<file path="config.mk">
export PLATFORM = sky130hd
export DESIGN_NAME = fix_admin_tx
export DESIGN_NICKNAME = d
export VERILOG_FILES = /design/src/rtl/fix_admin_tx.sv
export SDC_FILE = /design/constraint.sdc
export NUM_CORES = 1
export LEC_CHECK = 0
export BUFFER_PORTS_ARGS = -buffer_cell sky130_fd_sc_hd__buf_2
export CORE_MARGIN = 1
export CORE_UTILIZATION = 24
export CTS_CLUSTER_SIZE = 20
export DETAILED_ROUTE_END_ITERATION = 8
export GPL_ROUTABILITY_DRIVEN = 0
export PLACE_DENSITY = 0.47
export SLEW_MARGIN = 0
export SYNTH_ARGS = -nofsm -noshare
export SYNTH_HDL_FRONTEND = slang
export SYNTH_SLANG_ARGS = --single-unit
</file>
<file path="constraint.sdc">
create_clock -name clk -period 6.4 [get_ports clk]
set_clock_uncertainty 0.2 [all_clocks]
set_input_delay 0.64 -clock clk [delete_from_list [all_inputs] [get_ports clk]]
set_output_delay 0.64 -clock clk [all_outputs]
set_load 0.01 [all_outputs]
</file>
<file path="src/rtl/fix_admin_tx.sv">
// FIX 4.2 administrative message transmitter: turns session-manager send requests into
// serialized Heartbeat/Logon/Logout/ResendRequest messages with BodyLength and CheckSum.
module fix_admin_tx #(
    parameter int SEQ_W       = 10,
    parameter int HEARTBT_INT = 30
) (
    input  logic             clk,
    input  logic             rst,
    input  logic             sendHeartbeat_i,
    input  logic             sendLogon_i,
    input  logic             sendLogout_i,
    input  logic             resendReq_i,
    input  logic [SEQ_W-1:0] seq_num_i,
    input  logic [SEQ_W-1:0] resend_begin_i,
    input  logic             tx_ready_i,
    output logic [7:0]       tx_data_o,
    output logic             tx_valid_o,
    output logic             tx_sop_o,
    output logic             tx_eop_o,
    output logic             busy_o,
    output logic             msg_sent_o,
    output logic [1:0]       msg_type_o
);

    typedef enum logic [2:0] {IDLE, CONV, BODY, CKCONV, TRAILER, DONE} state_e;

    localparam logic [7:0] SOH   = 8'h01;
    localparam logic [7:0] HB_D2 = 8'(48 + (HEARTBT_INT / 100) % 10);
    localparam logic [7:0] HB_D1 = 8'(48 + (HEARTBT_INT / 10) % 10);
    localparam logic [7:0] HB_D0 = 8'(48 + HEARTBT_INT % 10);

    state_e             state_q;
    logic [3:0]         pend_q, pend_d, pend_clr;
    logic               sel_valid;
    logic [1:0]         sel_type;
    logic [1:0]         msg_type_q;
    logic [SEQ_W-1:0]   seq_sh_q, beg_sh_q;
    logic [15:0]        seq_bcd_q, beg_bcd_q;
    logic [7:0]         ck_sh_q, csum_q;
    logic [11:0]        ck_bcd_q;
    logic [3:0]         cnt_q;
    logic [5:0]         idx_q, idx_nxt, body_last;
    logic [7:0]         tx_data_q;
    logic               tx_valid_q, tx_sop_q, tx_eop_q, msg_sent_q;
    logic               accept;
    logic [7:0]         body_nxt_byte, trl_nxt_byte;

    function automatic logic [15:0] dd4(input logic [15:0] bcd, input logic in_bit);
        logic [15:0] a;
        a = bcd;
        for (int k = 0; k < 4; k++) begin
            if (a[4*k +: 4] >= 4'd5) a[4*k +: 4] = a[4*k +: 4] + 4'd3;
        end
        return {a[14:0], in_bit};
    endfunction

    function automatic logic [11:0] dd3(input logic [11:0] bcd, input logic in_bit);
        logic [11:0] a;
        a = bcd;
        for (int k = 0; k < 3; k++) begin
            if (a[4*k +: 4] >= 4'd5) a[4*k +: 4] = a[4*k +: 4] + 4'd3;
        end
        return {a[10:0], in_bit};
    endfunction

    // Header and body bytes laid out by absolute index from the leading '8'.
    function automatic logic [7:0] body_byte(input logic [5:0] i, input logic [1:0] t,
                                             input logic [15:0] s, input logic [15:0] b);
        logic [7:0] r;
        r = SOH;
        case (i)
            6'd0:  r = "8";
            6'd1:  r = "=";
            6'd2:  r = "F";
            6'd3:  r = "I";
            6'd4:  r = "X";
            6'd5:  r = ".";
            6'd6:  r = "4";
            6'd7:  r = ".";
            6'd8:  r = "2";
            6'd10: r = "9";
            6'd11: r = "=";
            6'd12: r = "0";
            6'd13: r = (t == 2'd1 || t == 2'd3) ? "2" : "1";
            6'd14: r = (t == 2'd1) ? "6" : ((t == 2'd3) ? "5" : "3");
            6'd16: r = "3";
            6'd17: r = "5";
            6'd18: r = "=";
            6'd19: r = (t == 2'd0) ? "0" : ((t == 2'd1) ? "A" : ((t == 2'd2) ? "5" : "2"));
            6'd21: r = "3";
            6'd22: r = "4";
            6'd23: r = "=";
            6'd24: r = {4'h3, s[15:12]};
            6'd25: r = {4'h3, s[11:8]};
            6'd26: r = {4'h3, s[7:4]};
            6'd27: r = {4'h3, s[3:0]};
            default: begin
                if (t == 2'd1) begin
                    case (i)
                        6'd29: r = "9";
                        6'd30: r = "8";
                        6'd31: r = "=";
                        6'd32: r = "0";
                        6'd34: r = "1";
                        6'd35: r = "0";
                        6'd36: r = "8";
                        6'd37: r = "=";
                        6'd38: r = HB_D2;
                        6'd39: r = HB_D1;
                        6'd40: r = HB_D0;
                        default: r = SOH;
                    endcase
                end else if (t == 2'd3) begin
                    case (i)
                        6'd29: r = "7";
                        6'd30: r = "=";
                        6'd31: r = {4'h3, b[15:12]};
                        6'd32: r = {4'h3, b[11:8]};
                        6'd33: r = {4'h3, b[7:4]};
                        6'd34: r = {4'h3, b[3:0]};
                        6'd36: r = "1";
                        6'd37: r = "6";
                        6'd38: r = "=";
                        6'd39: r = "0";
                        default: r = SOH;
                    endcase
                end
            end
        endcase
        return r;
    endfunction

    function automatic logic [7:0] trl_byte(input logic [2:0] i, input logic [11:0] c);
        logic [7:0] r;
        case (i)
            3'd0:    r = "1";
            3'd1:    r = "0";
            3'd2:    r = "=";
            3'd3:    r = {4'h3, c[11:8]};
            3'd4:    r = {4'h3, c[7:4]};
            3'd5:    r = {4'h3, c[3:0]};
            default: r = SOH;
        endcase
        return r;
    endfunction

    assign accept        = tx_valid_q && tx_ready_i;
    assign idx_nxt       = idx_q + 6'd1;
    assign body_last     = (msg_type_q == 2'd1) ? 6'd41 : ((msg_type_q == 2'd3) ? 6'd40 : 6'd28);
    assign body_nxt_byte = body_byte(idx_nxt, msg_type_q, seq_bcd_q, beg_bcd_q);
    assign trl_nxt_byte  = trl_byte(idx_nxt[2:0], ck_bcd_q);

    // Priority Logout > Logon > ResendRequest > Heartbeat; a new pulse beats the clear.
    always_comb begin
        sel_valid = (state_q == IDLE) && (pend_q != 4'd0);
        sel_type  = 2'd0;
        if (pend_q[2])      sel_type = 2'd2;
        else if (pend_q[1]) sel_type = 2'd1;
        else if (pend_q[3]) sel_type = 2'd3;
        pend_clr  = sel_valid ? 4'(4'b0001 << sel_type) : 4'd0;
        pend_d    = (pend_q & ~pend_clr) | {resendReq_i, sendLogout_i, sendLogon_i, sendHeartbeat_i};
    end

    always_ff @(posedge clk or posedge rst) begin
        if (rst) pend_q <= 4'd0;
        else     pend_q <= pend_d;
    end

    always_ff @(posedge clk or posedge rst) begin
        if (rst) begin
            state_q    <= IDLE;
            msg_type_q <= 2'd0;
            seq_sh_q   <= '0;
            beg_sh_q   <= '0;
            seq_bcd_q  <= 16'd0;
            beg_bcd_q  <= 16'd0;
            ck_sh_q    <= 8'd0;
            ck_bcd_q   <= 12'd0;
            csum_q     <= 8'd0;
            cnt_q      <= 4'd0;
            idx_q      <= 6'd0;
            tx_data_q  <= 8'd0;
            tx_valid_q <= 1'b0;
            tx_sop_q   <= 1'b0;
            tx_eop_q   <= 1'b0;
            msg_sent_q <= 1'b0;
        end else begin
            case (state_q)
                IDLE: begin
                    if (sel_valid) begin
                        state_q    <= CONV;
                        msg_type_q <= sel_type;
                        seq_sh_q   <= seq_num_i;
                        beg_sh_q   <= resend_begin_i;
                        seq_bcd_q  <= 16'd0;
                        beg_bcd_q  <= 16'd0;
                        csum_q     <= 8'd0;
                        cnt_q      <= 4'd0;
                    end
                end
                CONV: begin
                    seq_bcd_q <= dd4(seq_bcd_q, seq_sh_q[SEQ_W-1]);
                    beg_bcd_q <= dd4(beg_bcd_q, beg_sh_q[SEQ_W-1]);
                    seq_sh_q  <= seq_sh_q << 1;
                    beg_sh_q  <= beg_sh_q << 1;
                    cnt_q     <= cnt_q + 4'd1;
                    if (cnt_q == 4'(SEQ_W - 1)) begin
                        state_q    <= BODY;
                        idx_q      <= 6'd0;
                        tx_data_q  <= "8";
                        tx_valid_q <= 1'b1;
                        tx_sop_q   <= 1'b1;
                    end
                end
                BODY: begin
                    if (accept) begin
                        csum_q   <= csum_q + tx_data_q;
                        tx_sop_q <= 1'b0;
                        if (idx_q == body_last) begin
                            state_q    <= CKCONV;
                            tx_valid_q <= 1'b0;
                            tx_data_q  <= 8'd0;
                            cnt_q      <= 4'd0;
                            ck_sh_q    <= csum_q + tx_data_q;
                            ck_bcd_q   <= 12'd0;
                        end else begin
                            idx_q     <= idx_nxt;
                            tx_data_q <= body_nxt_byte;
                        end
                    end
                end
                CKCONV: begin
                    ck_bcd_q <= dd3(ck_bcd_q, ck_sh_q[7]);
                    ck_sh_q  <= ck_sh_q << 1;
                    cnt_q    <= cnt_q + 4'd1;
                    if (cnt_q == 4'd7) begin
                        state_q    <= TRAILER;
                        idx_q      <= 6'd0;
                        tx_data_q  <= "1";
                        tx_valid_q <= 1'b1;
                    end
                end
                TRAILER: begin
                    if (accept) begin
                        if (idx_q == 6'd6) begin
                            state_q    <= DONE;
                            tx_valid_q <= 1'b0;
                            tx_eop_q   <= 1'b0;
                            tx_data_q  <= 8'd0;
                            msg_sent_q <= 1'b1;
                        end else begin
                            idx_q     <= idx_nxt;
                            tx_data_q <= trl_nxt_byte;
                            tx_eop_q  <= (idx_nxt == 6'd6);
                        end
                    end
                end
                DONE: begin
                    msg_sent_q <= 1'b0;
                    state_q    <= IDLE;
                end
                default: state_q <= IDLE;
            endcase
        end
    end

    assign tx_data_o  = tx_data_q;
    assign tx_valid_o = tx_valid_q;
    assign tx_sop_o   = tx_sop_q;
    assign tx_eop_o   = tx_eop_q;
    assign busy_o     = (state_q != IDLE);
    assign msg_sent_o = msg_sent_q;
    assign msg_type_o = msg_type_q;

endmodule

</file>
### Yosys cells after proc, flatten, opt, wreduce, memory -nomap -nowiden

Index checks and enable logic that the tools add are counted.

* bits in registers: 111
* input bits: 27
* word-level logic and storage cells: 229
* bits in read-only memories: 0
* memories: 0
* latch bits: 0
* memory bits (writable): 0

* add/sub/neg operators: 14
* $mul: 0
* div/mod/pow operators: 0
* shifts and indexed selects: 1
* bitwise operators: 3
* mux-type cells: 84
* $lt $le $gt $ge: 11
* eq/ne operators: 62
* reduce and logical (&&, ||, !) cells: 37

Operator list (number)
* case mux 8 bit (19 select lines): 1
* two-way mux 8 bit: 11
* equality test 6 x 5 -> 1 bit (second input constant): 14
* case mux 6 bit (6 select lines): 2
* case mux 16 bit (2 select lines): 2
* equality test 6 bit (second input constant): 9
* two-way mux 6 bit: 9
* case mux 6 bit (9 select lines): 1
* two-way mux 4 bit: 12
* >= comparator 4 x 3 -> 1 bit (second input constant): 11
* case mux 10 bit (2 select lines): 2
* two-way mux 3 bit: 13
* equality test 6 x 4 -> 1 bit (second input constant): 6
* adder 4 x 2 -> 4 bit (second input constant): 8
* case mux 8 bit (2 select lines): 2
* case mux 8 bit (4 select lines): 1
* equality test 6 x 3 -> 1 bit (second input constant): 5
* two-way mux 12 bit: 2
* case mux 12 bit (2 select lines): 1
* case mux 6 bit (4 select lines): 1
* AND reduction 7 bit: 3
* two-way mux 10 bit: 2
* inequality test 2 bit (second input constant): 9
* two-way mux 16 bit: 1
* other kinds (39): 84

### Depth between registers and ports, before layout

Gate-level depths: netlist of the first run.

* word-level depth: 10
* mapped depth: 13
* depth with buffers taken out: 10

### Worst setup path after synthesis of the first run

No wires, ideal clock.

* path kind: reg-to-reg
* start: register idx_q[0]
* end: register tx_data_q[0], in the netlist tx_data_o[0]
* cell stages (with the launch flop): 12
* slack: 3546 ps
* arrival: 2528 ps
* data required time: 6074 ps
* setup time: 126 ps
* cell sequence: dfrtp_1 > clkbuf_2 > buf_2 > inv_1 > ha_1 > clkbuf_1 > clkbuf_1 > a32oi_1 > o32ai_1 > a2111oi_2 > a31oi_1 > a221o_1

* word-level cells in the longest chain between the ends: 10
* elaborated cells between the ends (all ways): 65
* classes of those cells: add/sub: 1; eq/ne: 43; mux: 11; reduce/logical: 10

RTL lines
* start, declared: RTL line 42 `logic [5:0] idx_q, idx_nxt, body_last;`
* start signal, assigned: RTL line 227 `idx_q <= idx_nxt;`
* start signal, assigned: RTL line 252 `idx_q <= idx_nxt;`
* adder 6 x 1 -> 6 bit: RTL line 148 `assign idx_nxt = idx_q + 6'd1;`
* equality test 6 bit or equality test 6 x 5 -> 1 bit (tied branches): RTL line 99, 114
* OR reduction 2 bit (no line)
* case mux 6 bit (9 select lines): RTL line 114 `case (i)`
* two-way mux 6 bit: RTL line 113 `end else if (t == 2'd3) begin`
* two-way mux 8 bit: RTL line 98 `if (t == 2'd1) begin`
* case mux 8 bit (19 select lines): RTL line 71 `case (i)`
* two-way mux 8 bit: RTL line 219 `if (idx_q == body_last) begin`
* two-way mux 8 bit: RTL line 216 `if (accept) begin`
* case mux 8 bit (4 select lines) *: RTL line 188 `case (state_q)`
* end signal, assigned: RTL line 210 `tx_data_q <= "8";`
* end signal, assigned: RTL line 228 `tx_data_q <= body_nxt_byte;`
* end signal, assigned: RTL line 239 `tx_data_q <= "1";`
* end, declared: RTL line 43 `logic [7:0] tx_data_q;`

Every way passes the cells marked *; elsewhere a longest branch is shown, timed or not. The select of a mux whose other input is x is not followed.
A chain may end at the register's enable or synchronous reset.

### Worst setup path after layout of the first run

* start: register idx_q[1]
* end: register tx_data_q[0], in the netlist tx_data_o[0]

Same word-level chain as after synthesis.

==> impl_metrics.toml, run 1 <==
[synth]
synth_ff_type = "dfrtp_1"
ys_seq_elements = 110
ys_types = 95
synth_top_area_cell = "dfrtp_1"
syn-cell-area_um2 = 7920
synth_top_area_frac = 0.348
avgSynthCellArea_um2 = 8.73
syn_nets = 977
async_reset_ff_frac = 1.00
synth-edff-count = 0
ys_seq_area_frac = 0.348
synthCells = 907
yosysWarnings = 0
synth_area_leaders = "dfrtp_1 (35%), ha_1 (6.6%), nand2_1 (5.4%), o21ai_0 (4.9%), a21oi_1 (3.7%)"

[setup_path]
regToRegStartpoint = "idx_q[1]$_DFFE_PP0P_"
cp-start-kind = "flop"
critPathCaptureType = "flop"
r2r_setup_slack_ns = 2.25
arrival_ns = 4.19
path_max_fanout = 20
r2r-end = "tx_data_o[0]$_DFFE_PP0P_"
cp.required_ns = 6.45
r2r_cells = 10
crit_type = "flop to flop"

[layout]
drive_gt1_frac = 0.116
n_antenna_cell = 0
fin_nets = 980
area_growth_pct = 9.92
fin_area_um2 = 8700
instances_no_fill = 1357

[timing]
final_hold_viol_count = 0
tightest_slew_ns = 1.09
setup_tns_ns = 0
max_freq_mhz = 241
setup_viol = 0
slew_headroom = 0.264
hold_ws_ns = 0.178
fin_crit_ns = 4.15
slew_viol_final = 0
rsz0062_at_grt = "false"
finalCritPeriodShare = 0.648

[floorplan]
core_area_um2 = 32500
initial_utilization = 0.243
die_h_um = 184
die_width_um = 184
io_pins = 42
dieArea_um2 = 33700
fp-row-count = 66

[pwr]
powerDensity_nw_per_um2 = 468
finalPower_mw = 4.07
vdd_drop_max_mv = 0.176
power.leakage_nw = 3.45

[clock_network]
clock_latency_ns = 0.36
numCtsBuffers = 9
cts_tree = "done"
cts_hold_buf = 0
htreeDepth = 3
cts_resized = 0
cts_root_buf = "clkbuf_16"
cts_buffer_depth = 2
post_cts_buffers = 0
clkSlewWorstSetupHoldPaths_ns = 0.08
cts_sinks = 110

[routing]
final_antenna_net_count = 0
drc = 0
drt_wl_total_mm = 22.9
viasPerCell = 5.02
vias = 6818
dr.first_iter.drc_count = 428
firstDrtPassIters = 5
wl_per_cell_um = 16.8

[status]
status = "finished, final reports clean"

[grt]
antenna_found_initial = 0
grt-ovfl-total = 0
grt_max_degree = 58
grt_pass1_wl_mm = 36.9
track_usage = 0.138
grt_pass1_vias = 6526

[place]
dp_hpwl_mm = 16.5
place_area_um2 = 8420
portBuffers = 40
dpl.cell_count = 1341

[run]
maxCapViolations = 0

[min_path]
min_path_type = "input port to asynchronous set/reset pin"
final cells by class:
cell class	count	area, um2
tap	442	553
inverter	48	183
sequential	110	2750
fill	3558	23800
clock inverter	6	52.6
clock buffer	10	229
multi-input combinational	693	4670
timing repair buffer	48	260
cells in the mapped netlist, types with 3 or more instances:
library cell	number
o32ai_1	4
nand3_1	17
o21ai_0	77
dfrtp_1	110
inv_1	45
buf_6	6
nor3_1	11
a32o_1	12
a32oi_1	6
nand3b_1	5
mux2i_1	22
nor4_1	6
or2_2	5
a22o_1	3
nor3b_1	7
a22oi_1	10
a221oi_1	6
o21ai_2	3
ha_1	42
o41ai_1	4
and3_1	4
or3_1	5
a21o_1	13
a21oi_1	59
o22ai_1	33
o21a_1	5
xnor2_1	17
nand2_1	113
a31oi_1	10
inv_2	3
a21boi_0	3
buf_2	10
buf_8	3
o21ai_1	7
xor2_1	11
nor2_1	57
o31ai_1	20
and2_1	4
clkbuf_1	33
o2111ai_1	4
nor2b_1	7
nand2b_1	17
critical path, cell delays in order (launching register included):
cell	delay, ns
dfrtp_1	0.77
ha_1	0.82
buf_4	0.36
nand3_1	0.12
o31ai_2	0.58
a21o_1	0.15
o221ai_1	0.15
o31ai_1	0.17
nand4bb_4	0.25
o2111ai_1	0.14
a221o_1	0.32
power by group:
group          leakage (nW)  internal [mW]  total (mW)  switching (mW)
Combinational          1.91          0.866        2.24            1.37
Clock                 0.132          0.272       0.564           0.293
Sequential             1.41          0.947        1.27           0.323
routing by layer:
metal	part of all wire	track usage	vias up
met2	0.47	0.223	171
met4	0.031	0.0617	0
met3	0.042	0.0232	42
li1	-	-	3314
met1	0.46	0.181	3291
met5	0	0	-
cells in the final DEF, fill, tap and decap left out, types with 4 or more instances in the layout:
master     synthesis  routed
nor3_1            11      11
o32ai_1            4       4
mux2i_1           22      22
a22oi_1           10      10
nor2_1            57      56
o31ai_1           20      20
and2_1             4       4
nand3b_1           5       5
o41ai_1            4       4
o21ai_1            7       7
o21ai_0           77      77
or3_1              5       5
nor3b_1            7       7
a221oi_1           6       6
a21o_1            13      13
xor2_1            11      11
xnor2_1           17      17
nand2_1          113     112
nor2b_1            7       7
a31oi_1           10      10
o22ai_1           33      33
a32oi_1            6       6
a21oi_1           59      59
dfrtp_1          110     110
o2111ai_1          4       4
and3_1             4       4
buf_4              2       8
buf_2             10      40
a32o_1            12      12
nand2b_1          17      17
nor4_1             6       6
nand3_1           17      17
ha_1              42      42
o21a_1             5       5
clkbuf_16          0       9
or2_2              5       5
inv_1             45      44
through the flow:
step | setup slack, ns | utilization
5_1_grt | 2.01 | 0.267
3_3_place_gp | 2.49 | 0.259
6_report | 2.25 | 0.267
3_5_place_dp | 2.39 | 0.259
4_1_cts | 2.38 | 0.267
2_1_floorplan | 2.66 | -
kinds of logic (layout without fill, tap and decap cells):
logic type / count (synthesis) / in the layout / synth area share
other cells: 1 / 1 / 0.000474
buf+inv: 104 / 112 / 0.0640
mux: 24 / 24 / 0.0321
simple gates: 280 / 280 / 0.177
compound gates: 316 / 316 / 0.277
xor+xnor: 29 / 29 / 0.0330
flops: 110 / 110 / 0.348
fa+ha+maj: 43 / 43 / 0.0689
flip-flops by register name (all words and copies together), names as in the netlist:
signal	flops
beg_bcd_q	16
beg_sh_q	10
ck_bcd_q	12
ck_sh_q	8
cnt_q	4
csum_q	8
idx_q	6
msg_sent_o	1
msg_type_o	2
pend_q	4
seq_bcd_q	16
seq_sh_q	10
state_q	3
tx_data_o	7
tx_eop_o	1
tx_sop_o	1
tx_valid_o	1
how the worst max path moves through the flow:
stage	slack, ns	from	to
floorplan	2.66	rst	beg_bcd_q[0]$_DFFE_PP0P_
global placement	2.49	idx_q[0]$_DFFE_PP0P_	tx_data_o[3]$_DFFE_PP0P_
detailed placement	2.39	idx_q[1]$_DFFE_PP0P_	tx_data_o[3]$_DFFE_PP0P_
CTS	2.38	idx_q[1]$_DFFE_PP0P_	tx_data_o[3]$_DFFE_PP0P_
global route	2.01	idx_q[1]$_DFFE_PP0P_	tx_data_o[3]$_DFFE_PP0P_
finish	2.25	idx_q[1]$_DFFE_PP0P_	tx_data_o[0]$_DFFE_PP0P_
(Power assumes the default switching activity.)
==> inputs of run 2 (changes only) <==
==> constraint.sdc (replaced) <==
create_clock -name clk -period 3.94 [get_ports clk]
set_clock_uncertainty 0.2 [all_clocks]
set_input_delay 0.394 -clock clk [delete_from_list [all_inputs] [get_ports clk]]
set_output_delay 0.394 -clock clk [all_outputs]
set_load 0.01 [all_outputs]
==> run 2 against run 1 <==
Net effect:
- first-iteration DRC count grew 5.8%
- final area grew 2.0%
- wire length grew 1.5%
- sequential share of layout area fell by 0.62 points
- register-to-register slack worse by 1.9 ns
- sequential power up 61%
- clock power is 62% higher
- worst setup slack worse by 1.9 ns
- die area is the same
- combinational power is 69% higher
- clock-buffer cell count fell by 1
- fmax grew 16%
- critical path type unchanged
==> impl_metrics.toml, run 2 (same netlist as run 1, synthesis figures left out) <==
[status]
status = "finished, final reports clean"

[setup_path]
path_max_fanout = 33
r2r-end = "tx_data_o[0]$_DFFE_PP0P_"
crit_chain = "ha_1 > buf_12 > xor2_1 > a21oi_1 > o31ai_1 > nand4bb_4 > o2111ai_1 > a221o_1"
regToRegStartpoint = "idx_q[0]$_DFFE_PP0P_"
cpPeakStageDelay_ns = 0.77
r2r_setup_slack_ns = 0.37
arrival_ns = 3.61
critPathSlowestCell = "dfrtp_1"
r2r_cells = 8
crit_type = "flop to flop"
crit_family = "compound AO/OA/AOI/OAI gates"
cp.required_ns = 3.98
critPathCaptureType = "flop"
critPathBufInv = 1
cp-start-kind = "flop"

[pwr]
vdd_drop_max_mv = 0.215
finalPower_mw = 6.74
power.leakage_nw = 3.56
powerDensity_nw_per_um2 = 759

[floorplan]
die_width_um = 184
core_area_um2 = 32500
fp-row-count = 66
dieArea_um2 = 33700
io_pins = 42
die_h_um = 184
initial_utilization = 0.243

[grt]
grt_pass1_vias = 6782
grt-ovfl-total = 0
grtUsageMet3 = 0.0220
track_usage = 0.142
grt-busiest-layer = "met2"
grt_pass1_wl_mm = 38.0
met2_usage = 0.233
antenna_found_initial = 0
grtUsageMet1 = 0.186
grt_max_degree = 54

[clock_network]
clkSlewWorstSetupHoldPaths_ns = 0.08
cts_resized = 0
numCtsBuffers = 9
cts_root_buf = "clkbuf_16"
cts_buffer_depth = 2
cts_sinks = 110
clock_latency_ns = 0.36
cts_tree = "done"
htreeDepth = 3
post_cts_buffers = 0

[routing]
drt_wl_total_mm = 23.2
firstDrtPassIters = 6
final_antenna_net_count = 0
viasPerCell = 5.04
wl_per_cell_um = 16.9
dr.first_iter.drc_count = 453
vias = 6931
drc = 0

[timing]
max_freq_mhz = 280
slew_headroom = 0.439
final_hold_viol_count = 0
rsz0062_at_grt = "false"
tightest_slew_ns = 0.835
finalCritPeriodShare = 0.905
hold_ws_ns = 0.0110
setup_viol = 0
setup_tns_ns = 0
slew_viol_final = 0
fin_crit_ns = 3.57

[layout]
n_fill_cell = 3569
multi_input_area_um2 = 4670
area_growth_pct = 12.1
n_antenna_cell = 0
fin_util = 0.273
drive_gt1_frac = 0.134
layout.area.seq_um2 = 2750
final_common_cell = "nand2_1"
instances_no_fill = 1376
fin_nets = 1000
top_regs = "beg_bcd_q (16), seq_bcd_q (16), ck_bcd_q (12)"
layout_common_cells = "nand2_1 (112), dfrtp_1 (110), o21ai_0 (77)"

[min_path]
min_path_type = "input port to flop"
min_from = "sendLogout_i"
hold_depth = 2
hold_end = "pend_q[2]$_DFF_PP0_"

[place]
dp_hpwl_mm = 17.4
dpl.cell_count = 1360
portBuffers = 40

[run]
maxCapViolations = 0
run 2: layout make-up:
class	count	share of cell area
clock buffers	9	0.0254
clock inverters	6	0.00606
inverters	48	0.0206
multi-input cells	693	0.526
well taps	442	0.0623
flip-flops and latches	110	0.310
repair buffers	68	0.0493
run 2: per-layer routing:
layer / up-vias / routed length [um]
li1: 3348 / -
met1: 3345 / 10500
met2: 203 / 11000
met3: 35 / 1000
met4: 0 / 690
met5: - / 0
run 2: timing repair:
| action | CTS | global route |
|---|---|---|
| setup endpoints to repair | 0 | 0 |
| hold buffers | 1 | 0 |
| endpoints found under the hold margin | 40 | 0 |
run 2: worst max path at each step:
stage / start / to / depth (start not counted)
final: idx_q[0]$_DFFE_PP0P_ / tx_data_o[0]$_DFFE_PP0P_ / 8
after global routing: idx_q[0]$_DFFE_PP0P_ / tx_data_o[0]$_DFFE_PP0P_ / 8
after CTS: idx_q[0]$_DFFE_PP0P_ / tx_data_o[0]$_DFFE_PP0P_ / 10
after detailed placement: idx_q[0]$_DFFE_PP0P_ / tx_data_o[0]$_DFFE_PP0P_ / 9
after global placement: idx_q[0]$_DFFE_PP0P_ / tx_data_o[0]$_DFFE_PP0P_ / 8
after floorplan: rst / beg_bcd_q[0]$_DFFE_PP0P_ / 1
run 2: per-stage QoR:
step	instance area (um2)	worst slack, ns
detailed placement	8590	0.469
CTS	8880	0.467
global route	8880	0.219
global placement	8590	0.486
floorplan	7920	0.444
finish	8880	0.374
run 2: worst register-to-register path, delay by kind of cell (launching register included):
kind            cells  cell delay, ns
fa+ha+maj           1            0.41
flops               1            0.77
simple gates        1            0.24
buf+inv             1            0.23
xor+xnor            1            0.59
compound gates      4            1.02
run 2: where the power goes:
group | internal (mW) | switching, mW | leakage (nW)
combinational | 1.49 | 2.29 | 2.02
sequential | 1.54 | 0.514 | 1.41
clock | 0.440 | 0.472 | 0.135
total | 3.47 | 3.27 | 3.56
